$ cat src/rtl/ms7200_vin_align.sv
// Pixel-domain video alignment stage after the MS7200 control block: measures active geometry,
// locks after LOCK_FRAMES identical frames and gates the stream frame-aligned. Option: VIN_ALIGN_STAT_EN.
module ms7200_vin_align #(
    parameter int          DATA_W      = 24,
    parameter logic        VS_POL      = 1'b1,
    parameter logic        HS_POL      = 1'b1,
    parameter int          LOCK_FRAMES = 3,
    parameter logic [23:0] TIMEOUT     = 24'd4_000_000
) (
    input  logic              clk,
    input  logic              rst_n,
    input  logic              init_over,
    input  logic              vin_vs,
    input  logic              vin_hs,
    input  logic              vin_de,
    input  logic [DATA_W-1:0] vin_data,
    output logic              vout_vs,
    output logic              vout_hs,
    output logic              vout_de,
    output logic [DATA_W-1:0] vout_data,
    output logic              video_locked,
    output logic              lock_lost,
    output logic [11:0]       h_active,
    output logic [11:0]       v_active,
    output logic [15:0]       frame_cnt,
    output logic [7:0]        err_cnt
);

    typedef enum logic [1:0] {WAIT_CFG, SYNC, MEASURE, LOCKED} state_t;

    localparam logic [11:0] CNT_MAX = 12'hFFF;

    state_t            state_q, state_d;
    logic              initMeta_q, initSync_q;
    logic              vs_q, de_q;
    logic [11:0]       pixCnt_q, pixCnt_d;
    logic [11:0]       lineCnt_q, lineCnt_d;
    logic [11:0]       lineLen_q, lineLen_d;
    logic              bad_q, bad_d;
    logic              skip_q, skip_d;
    logic [11:0]       refH_q, refH_d, refV_q, refV_d;
    logic [15:0]       stable_q, stable_d;
    logic [23:0]       toCnt_q, toCnt_d;
    logic [11:0]       hAct_q, hAct_d, vAct_q, vAct_d;
    logic              locked_q, lockLost_q;
    logic              voutVs_q, voutHs_q, voutDe_q;
    logic [DATA_W-1:0] voutData_q;
    logic              fs, lineEnd, frameValid, sameRef, toHit, pass, loss;

    // vs_q resets to the active level so a VS already active at reset release is not taken as an edge
    always_ff @(posedge clk or negedge rst_n) begin
        if (!rst_n) begin
            initMeta_q <= 1'b0;
            initSync_q <= 1'b0;
            vs_q       <= VS_POL;
            de_q       <= 1'b0;
        end else begin
            initMeta_q <= init_over;
            initSync_q <= initMeta_q;
            vs_q       <= vin_vs;
            de_q       <= vin_de;
        end
    end

    assign fs      = (vin_vs == VS_POL) && (vs_q != VS_POL);
    assign lineEnd = de_q && !vin_de;

    // A line still open at fs is flagged by skip and dropped when it ends
    always_comb begin
        pixCnt_d  = pixCnt_q;
        lineCnt_d = lineCnt_q;
        lineLen_d = lineLen_q;
        bad_d     = bad_q;
        skip_d    = skip_q;
        if (fs) begin
            pixCnt_d  = '0;
            lineCnt_d = '0;
            lineLen_d = '0;
            bad_d     = 1'b0;
            skip_d    = vin_de;
        end else if (vin_de) begin
            if (pixCnt_q == CNT_MAX) bad_d = bad_q | ~skip_q;
            else                     pixCnt_d = pixCnt_q + 12'd1;
        end else if (lineEnd) begin
            pixCnt_d = '0;
            skip_d   = 1'b0;
            if (!skip_q) begin
                if (lineCnt_q == '0)            lineLen_d = pixCnt_q;
                else if (pixCnt_q != lineLen_q) bad_d = 1'b1;
                if (lineCnt_q == CNT_MAX) bad_d = 1'b1;
                else                      lineCnt_d = lineCnt_q + 12'd1;
            end
        end
    end

    assign frameValid = !bad_q && (lineLen_q != '0) && (lineCnt_q != '0);
    assign sameRef    = (lineLen_q == refH_q) && (lineCnt_q == refV_q);
    assign toHit      = (toCnt_q == TIMEOUT) && !fs;
    assign toCnt_d    = fs ? '0 : ((toCnt_q == TIMEOUT) ? toCnt_q : toCnt_q + 24'd1);

    always_comb begin
        state_d  = state_q;
        refH_d   = refH_q;
        refV_d   = refV_q;
        stable_d = stable_q;
        hAct_d   = hAct_q;
        vAct_d   = vAct_q;
        pass     = 1'b0;
        loss     = 1'b0;
        case (state_q)
            WAIT_CFG: begin
                if (initSync_q) state_d = SYNC;
            end
            SYNC: begin
                if (fs) begin
                    state_d  = MEASURE;
                    stable_d = '0;
                end
            end
            MEASURE: begin
                if (fs) begin
                    if (!frameValid) begin
                        stable_d = '0;
                    end else if (sameRef) begin
                        if (stable_q != '1) stable_d = stable_q + 16'd1;
                    end else begin
                        refH_d   = lineLen_q;
                        refV_d   = lineCnt_q;
                        stable_d = 16'd1;
                    end
                    if (frameValid && (stable_d >= 16'(LOCK_FRAMES))) begin
                        state_d = LOCKED;
                        hAct_d  = lineLen_q;
                        vAct_d  = lineCnt_q;
                        pass    = 1'b1;
                    end
                end else if (toHit) begin
                    state_d = SYNC;
                end
            end
            LOCKED: begin
                if (fs) begin
                    if (!frameValid || !sameRef) begin
                        loss    = 1'b1;
                        state_d = MEASURE;
                        if (frameValid) begin
                            refH_d   = lineLen_q;
                            refV_d   = lineCnt_q;
                            stable_d = 16'd1;
                        end else begin
                            stable_d = '0;
                        end
                    end else begin
                        pass = 1'b1;
                    end
                end else if (toHit) begin
                    loss    = 1'b1;
                    state_d = SYNC;
                end else begin
                    pass = 1'b1;
                end
            end
            default: state_d = WAIT_CFG;
        endcase
        if (!initSync_q) begin
            state_d = WAIT_CFG;
            pass    = 1'b0;
            loss    = (state_q == LOCKED);
        end
    end

    always_ff @(posedge clk or negedge rst_n) begin
        if (!rst_n) begin
            state_q    <= WAIT_CFG;
            pixCnt_q   <= '0;
            lineCnt_q  <= '0;
            lineLen_q  <= '0;
            bad_q      <= 1'b0;
            skip_q     <= 1'b0;
            refH_q     <= '0;
            refV_q     <= '0;
            stable_q   <= '0;
            toCnt_q    <= '0;
            hAct_q     <= '0;
            vAct_q     <= '0;
            locked_q   <= 1'b0;
            lockLost_q <= 1'b0;
        end else begin
            state_q    <= state_d;
            pixCnt_q   <= pixCnt_d;
            lineCnt_q  <= lineCnt_d;
            lineLen_q  <= lineLen_d;
            bad_q      <= bad_d;
            skip_q     <= skip_d;
            refH_q     <= refH_d;
            refV_q     <= refV_d;
            stable_q   <= stable_d;
            toCnt_q    <= toCnt_d;
            hAct_q     <= hAct_d;
            vAct_q     <= vAct_d;
            locked_q   <= (state_d == LOCKED);
            lockLost_q <= loss;
        end
    end

    // Closed gate parks syncs at their inactive level and blanks DE/data
    always_ff @(posedge clk or negedge rst_n) begin
        if (!rst_n) begin
            voutVs_q   <= ~VS_POL;
            voutHs_q   <= ~HS_POL;
            voutDe_q   <= 1'b0;
            voutData_q <= '0;
        end else if (pass) begin
            voutVs_q   <= vin_vs;
            voutHs_q   <= vin_hs;
            voutDe_q   <= vin_de;
            voutData_q <= vin_data;
        end else begin
            voutVs_q   <= ~VS_POL;
            voutHs_q   <= ~HS_POL;
            voutDe_q   <= 1'b0;
            voutData_q <= '0;
        end
    end

`ifdef VIN_ALIGN_STAT_EN
    logic [15:0] frameCnt_q;
    logic [7:0]  errCnt_q;

    always_ff @(posedge clk or negedge rst_n) begin
        if (!rst_n) begin
            frameCnt_q <= '0;
            errCnt_q   <= '0;
        end else begin
            if (fs && pass)                  frameCnt_q <= frameCnt_q + 16'd1;
            if (loss && (errCnt_q != 8'hFF)) errCnt_q   <= errCnt_q + 8'd1;
        end
    end

    assign frame_cnt = frameCnt_q;
    assign err_cnt   = errCnt_q;
`else
    assign frame_cnt = '0;
    assign err_cnt   = '0;
`endif

    assign vout_vs      = voutVs_q;
    assign vout_hs      = voutHs_q;
    assign vout_de      = voutDe_q;
    assign vout_data    = voutData_q;
    assign video_locked = locked_q;
    assign lock_lost    = lockLost_q;
    assign h_active     = hAct_q;
    assign v_active     = vAct_q;

endmodule
$ cat config.mk
export PLATFORM = sky130hd
export DESIGN_NAME = ms7200_vin_align
export DESIGN_NICKNAME = d
export VERILOG_FILES = /design/src/rtl/ms7200_vin_align.sv
export SDC_FILE = /design/constraint.sdc
export NUM_CORES = 1
export LEC_CHECK = 0
export ABC_CLOCK_PERIOD_IN_PS = 2950
export CAP_MARGIN = 20
export CORE_AREA = 2 2 138 154
export DETAILED_ROUTE_END_ITERATION = 7
export DIE_AREA = 0 0 140 156
export DONT_BUFFER_PORTS = 1
export GPL_ROUTABILITY_DRIVEN = 0
export HOLD_SLACK_MARGIN = 0.15
export PLACE_DENSITY = 0.59
export SYNTH_ARGS = -nofsm -noshare
export SYNTH_HDL_FRONTEND = slang
export SYNTH_SLANG_ARGS = --single-unit
$ cat constraint.sdc
create_clock -name clk -period 2.95 [get_ports clk]
set_clock_uncertainty 0.05 [all_clocks]
set_input_delay 0.885 -clock clk [delete_from_list [all_inputs] [get_ports clk]]
set_output_delay 0.885 -clock clk [all_outputs]
set_load 0.1 [all_outputs]
==> results.md <==
- Outcome: complete, but fails checks
- Failing checks: design-rule violations
- Mux cell area share after synthesis: 0.0714
- Design area: 8910 µm²
- Crit-path leading delay family: simple AND/OR/NAND/NOR gates
- Cells along the critical path: and4_1 > a2111oi_2 > a21oi_1 > nor4_2 > nand4_1 > nand2_2 > buf_12 > mux2_1
- Final Non-Filler Cells: between 1000 and 1500
- Routed WL: 16700 µm
- Top cell type's share of synthesized area: 0.500
- Num Clock Sinks: 161
- Post-synthesis xor/xnor area fraction: 0.0853
- Power density cells: a little over 600 nW/µm²
- Overall power: 0.00549 W
- Synth Area in Adders: 0.00938
- First-pass GRT wire length: between 20000 and 30000 µm
- Layout Utilization: 0.439
- Crit path DAT: roughly 3000 ps
- Initial core utilization: 0.394
- Most area-hungry cell type in the Yosys netlist: dfrtp_1
- Final period util: 0.938
- Max-slew violation count: 0
- Main flop type after synthesis: dfrtp_1
- Multi-input gate area: 3600 µm²
- Via count: 5634
- Actual slew at the worst max-slew pin: 913 ps
- Layout Nets: 833
- Compound-Gate Fraction of Synth Area: 0.0802
- Clk_lat worst skew: 430 ps
- Post-DP HPWL: 11200 µm
- Mapped cell area: 8010 µm²
- Clk slew on worst S/H paths: 70 ps
- Total track usage: 0.162
- Cts bufs inserted: 17
- GRT busiest layer: met2
- CP max FO: 24
- Setup crit start kind: register
- Setup-failing EPs final: 0
- Worst slew margin relative to its limit: 0.392
- CTS Buffer Depth: 2
- Critical path class: reg2reg
- Peak supply drop: 0.000386 V
- Root Buffer: clkbuf_16
- FF+latch count, synth: approximately 160
- Initial antenna violation count: 0
- Register area: 4030 µm²
- Peak Freq: 361 MHz
- Number of synthesized flops with an enable pin: 0
- CP peak stage delay: approximately 450 ps
- Req. time, crit path: 3210 ps
- Cell Area, Placed: 8260 µm²
- GR Util met3: 0.0427
- DRC errors left: 1
- Register area share after synthesis: 0.503
- Die ar.: 21800 µm²
- CTS tree: done
- Row Count: 55
- Drt first-iter violations: slightly above 400
- Die H: 156 µm
- Gr ovfl total: 0
- Fill cells: 1903
- Wire length per cell: 15.6 µm
- Tmin final: 2770 ps
- Cell count after synthesis: roughly 790
- Final number of hold-violating endpoints: 0
- Count of cell types in the netlist: 61
- # H-tree levels: 4
- Die W: 140 µm
- Top cells by area, synth: dfrtp_1 50%, xnor2_1 4.9%, nor2_1 4.4%, nand2_1 4.3%, mux2_2 4.1%
- Leakage: 4.12 nW
- CP endpoint kind: register
- Placed insts: just over 1000
- First-pass DRT Iterations: 8
- Layout area overhead: 11.3%
- M1 GR Usage: 0.220
- Fraction of registers with async set/reset: 1.00
- Simple-Gate Fraction of Synth Area: 0.189
- Routing usage on met2: 0.251
- Top Ports: 107
- Largest family of logic cells by synthesized area: simple AND/OR/NAND/NOR gates
- RSZ-0062 raised after global routing: no
- Buffer and inverter count on the worst path: 1
- Slowest cell on the critical path: dfrtp_1
- Core area: 20300 µm²
- MaxCap Viol Count: 0
- PortBufs: 0
- Syn avg cell area: about 10 µm²
- Min-delay worst type: in2async
- Via density: 5.29
- Vias in the first global route: 5399
- Layout cells sized above 1: 0.136
- Pin count of the biggest net entering global routing: 162
- Ant diodes: 0
- Synth warnings: 0
- DRT antenna net count: 0
- Final TNS setup: 0 ps
-- layer usage --
layer  up-vias  wire, µm
li1       2696         -
met1      2748      7720
met2       167      7750
met3        23       936
met4         0       281
met5         -         0
-- path summary, 6_finish.rpt --
check                           slack [ps]  cells past startpoint         start           end
worst max-delay path                   180                      8  stable_q[14]  v_active[10]
worst min-delay path                   100                      0         rst_n   h_active[9]
worst max register to register         180                      8  stable_q[14]  v_active[10]
worst min register to register         300                      0    initMeta_q    initSync_q
max in group asynchronous             2460                      0         rst_n          vs_q
min in group clk                       300                      0    initMeta_q    initSync_q
-- power by group --
| part | leakage (nW) | switching [W] | internal, W |
|---|---|---|---|
| Combinational | 1.59 | 0.000443 | 0.000241 |
| Clock | 0.311 | 0.000912 | 0.00146 |
| Sequential | 2.22 | 0.000144 | 0.00229 |
-- stage by stage --
step	setup slack (ps)	hold slack, ps
finish	182	96.8
global route	0.683	75.3
CTS	145	78.9
detailed placement	160	289
global placement	152	283
floorplan	399	281
-- Yosys cell counts, drive strengths merged, types with 8 or more instances --
master / n
a21oi: 14
a31oi: 11
and3: 13
and4: 8
buf: 51
clkbuf: 20
dfrtp: 160
inv: 16
mux2: 49
nand2: 92
nand3: 28
nand4: 26
nor2: 93
nor3: 18
nor4: 12
o21ai: 36
xnor2: 45
xor2: 33
-- registers in the layout, indices dropped and copies added, names as in the netlist, 2 cells and up --
register and count:
toCnt_q 24, vout_data 24, h_active 12, stable_q 16, refV_q 12, lineCnt_q 12, pixCnt_q 12, lineLen_q 12
state_q 2, v_active 12, refH_q 12
-- cells by family (layout without fill, tap and decap cells) --
group / after synthesis / in the layout
AO/OA/AOI/OAI: 97 / 97
XOR/XNOR: 78 / 78
adder cells (fa/ha/maj): 6 / 6
buffers and inverters: 88 / 81
flip-flops: 161 / 161
multiplexers: 51 / 51
other: 1 / 24
AND/OR/NAND/NOR: 312 / 312
-- final cells by class --
type                    instances  share of cell area
flip-flops and latches        161               0.452
multi-input cells             568               0.404
clock buffers                  20              0.0512
well taps                     256              0.0359
repair buffers                 32              0.0298
clock inverters                12              0.0199
inverters                      17             0.00716
-- timing repair --
action | 4_1_cts | 5_1_grt
hold endpoints to repair | 160 | 160
gates resized for setup | 0 | 5
setup endpoints to repair | 0 | 24
setup buffers | 0 | 1
-- placed cells by master (no fill, tap or decap), types with 14 or more instances in the layout --
cell type,Yosys,layout
inv_1,16,16
o21ai_0,35,34
xor2_1,33,33
nand4_1,24,24
nand3_1,28,28
buf_4,26,30
nor2_1,93,93
clkbuf_16,0,17
mux2_1,20,20
nand2_1,91,91
mux2_2,29,29
nor3_1,17,17
a21oi_1,14,14
conb_1,1,24
dfrtp_1,160,160
xnor2_1,45,45
-- worst reg2reg max path, delay by kind of cell, from the launching register on --
| kind | cells | cell delay (ps) |
|---|---|---|
| flops | 1 | 450 |
| compound gates | 2 | 560 |
| simple gates | 4 | 1040 |
| buf+inv | 1 | 180 |
| mux | 1 | 370 |
(Power assumes the default switching activity.)
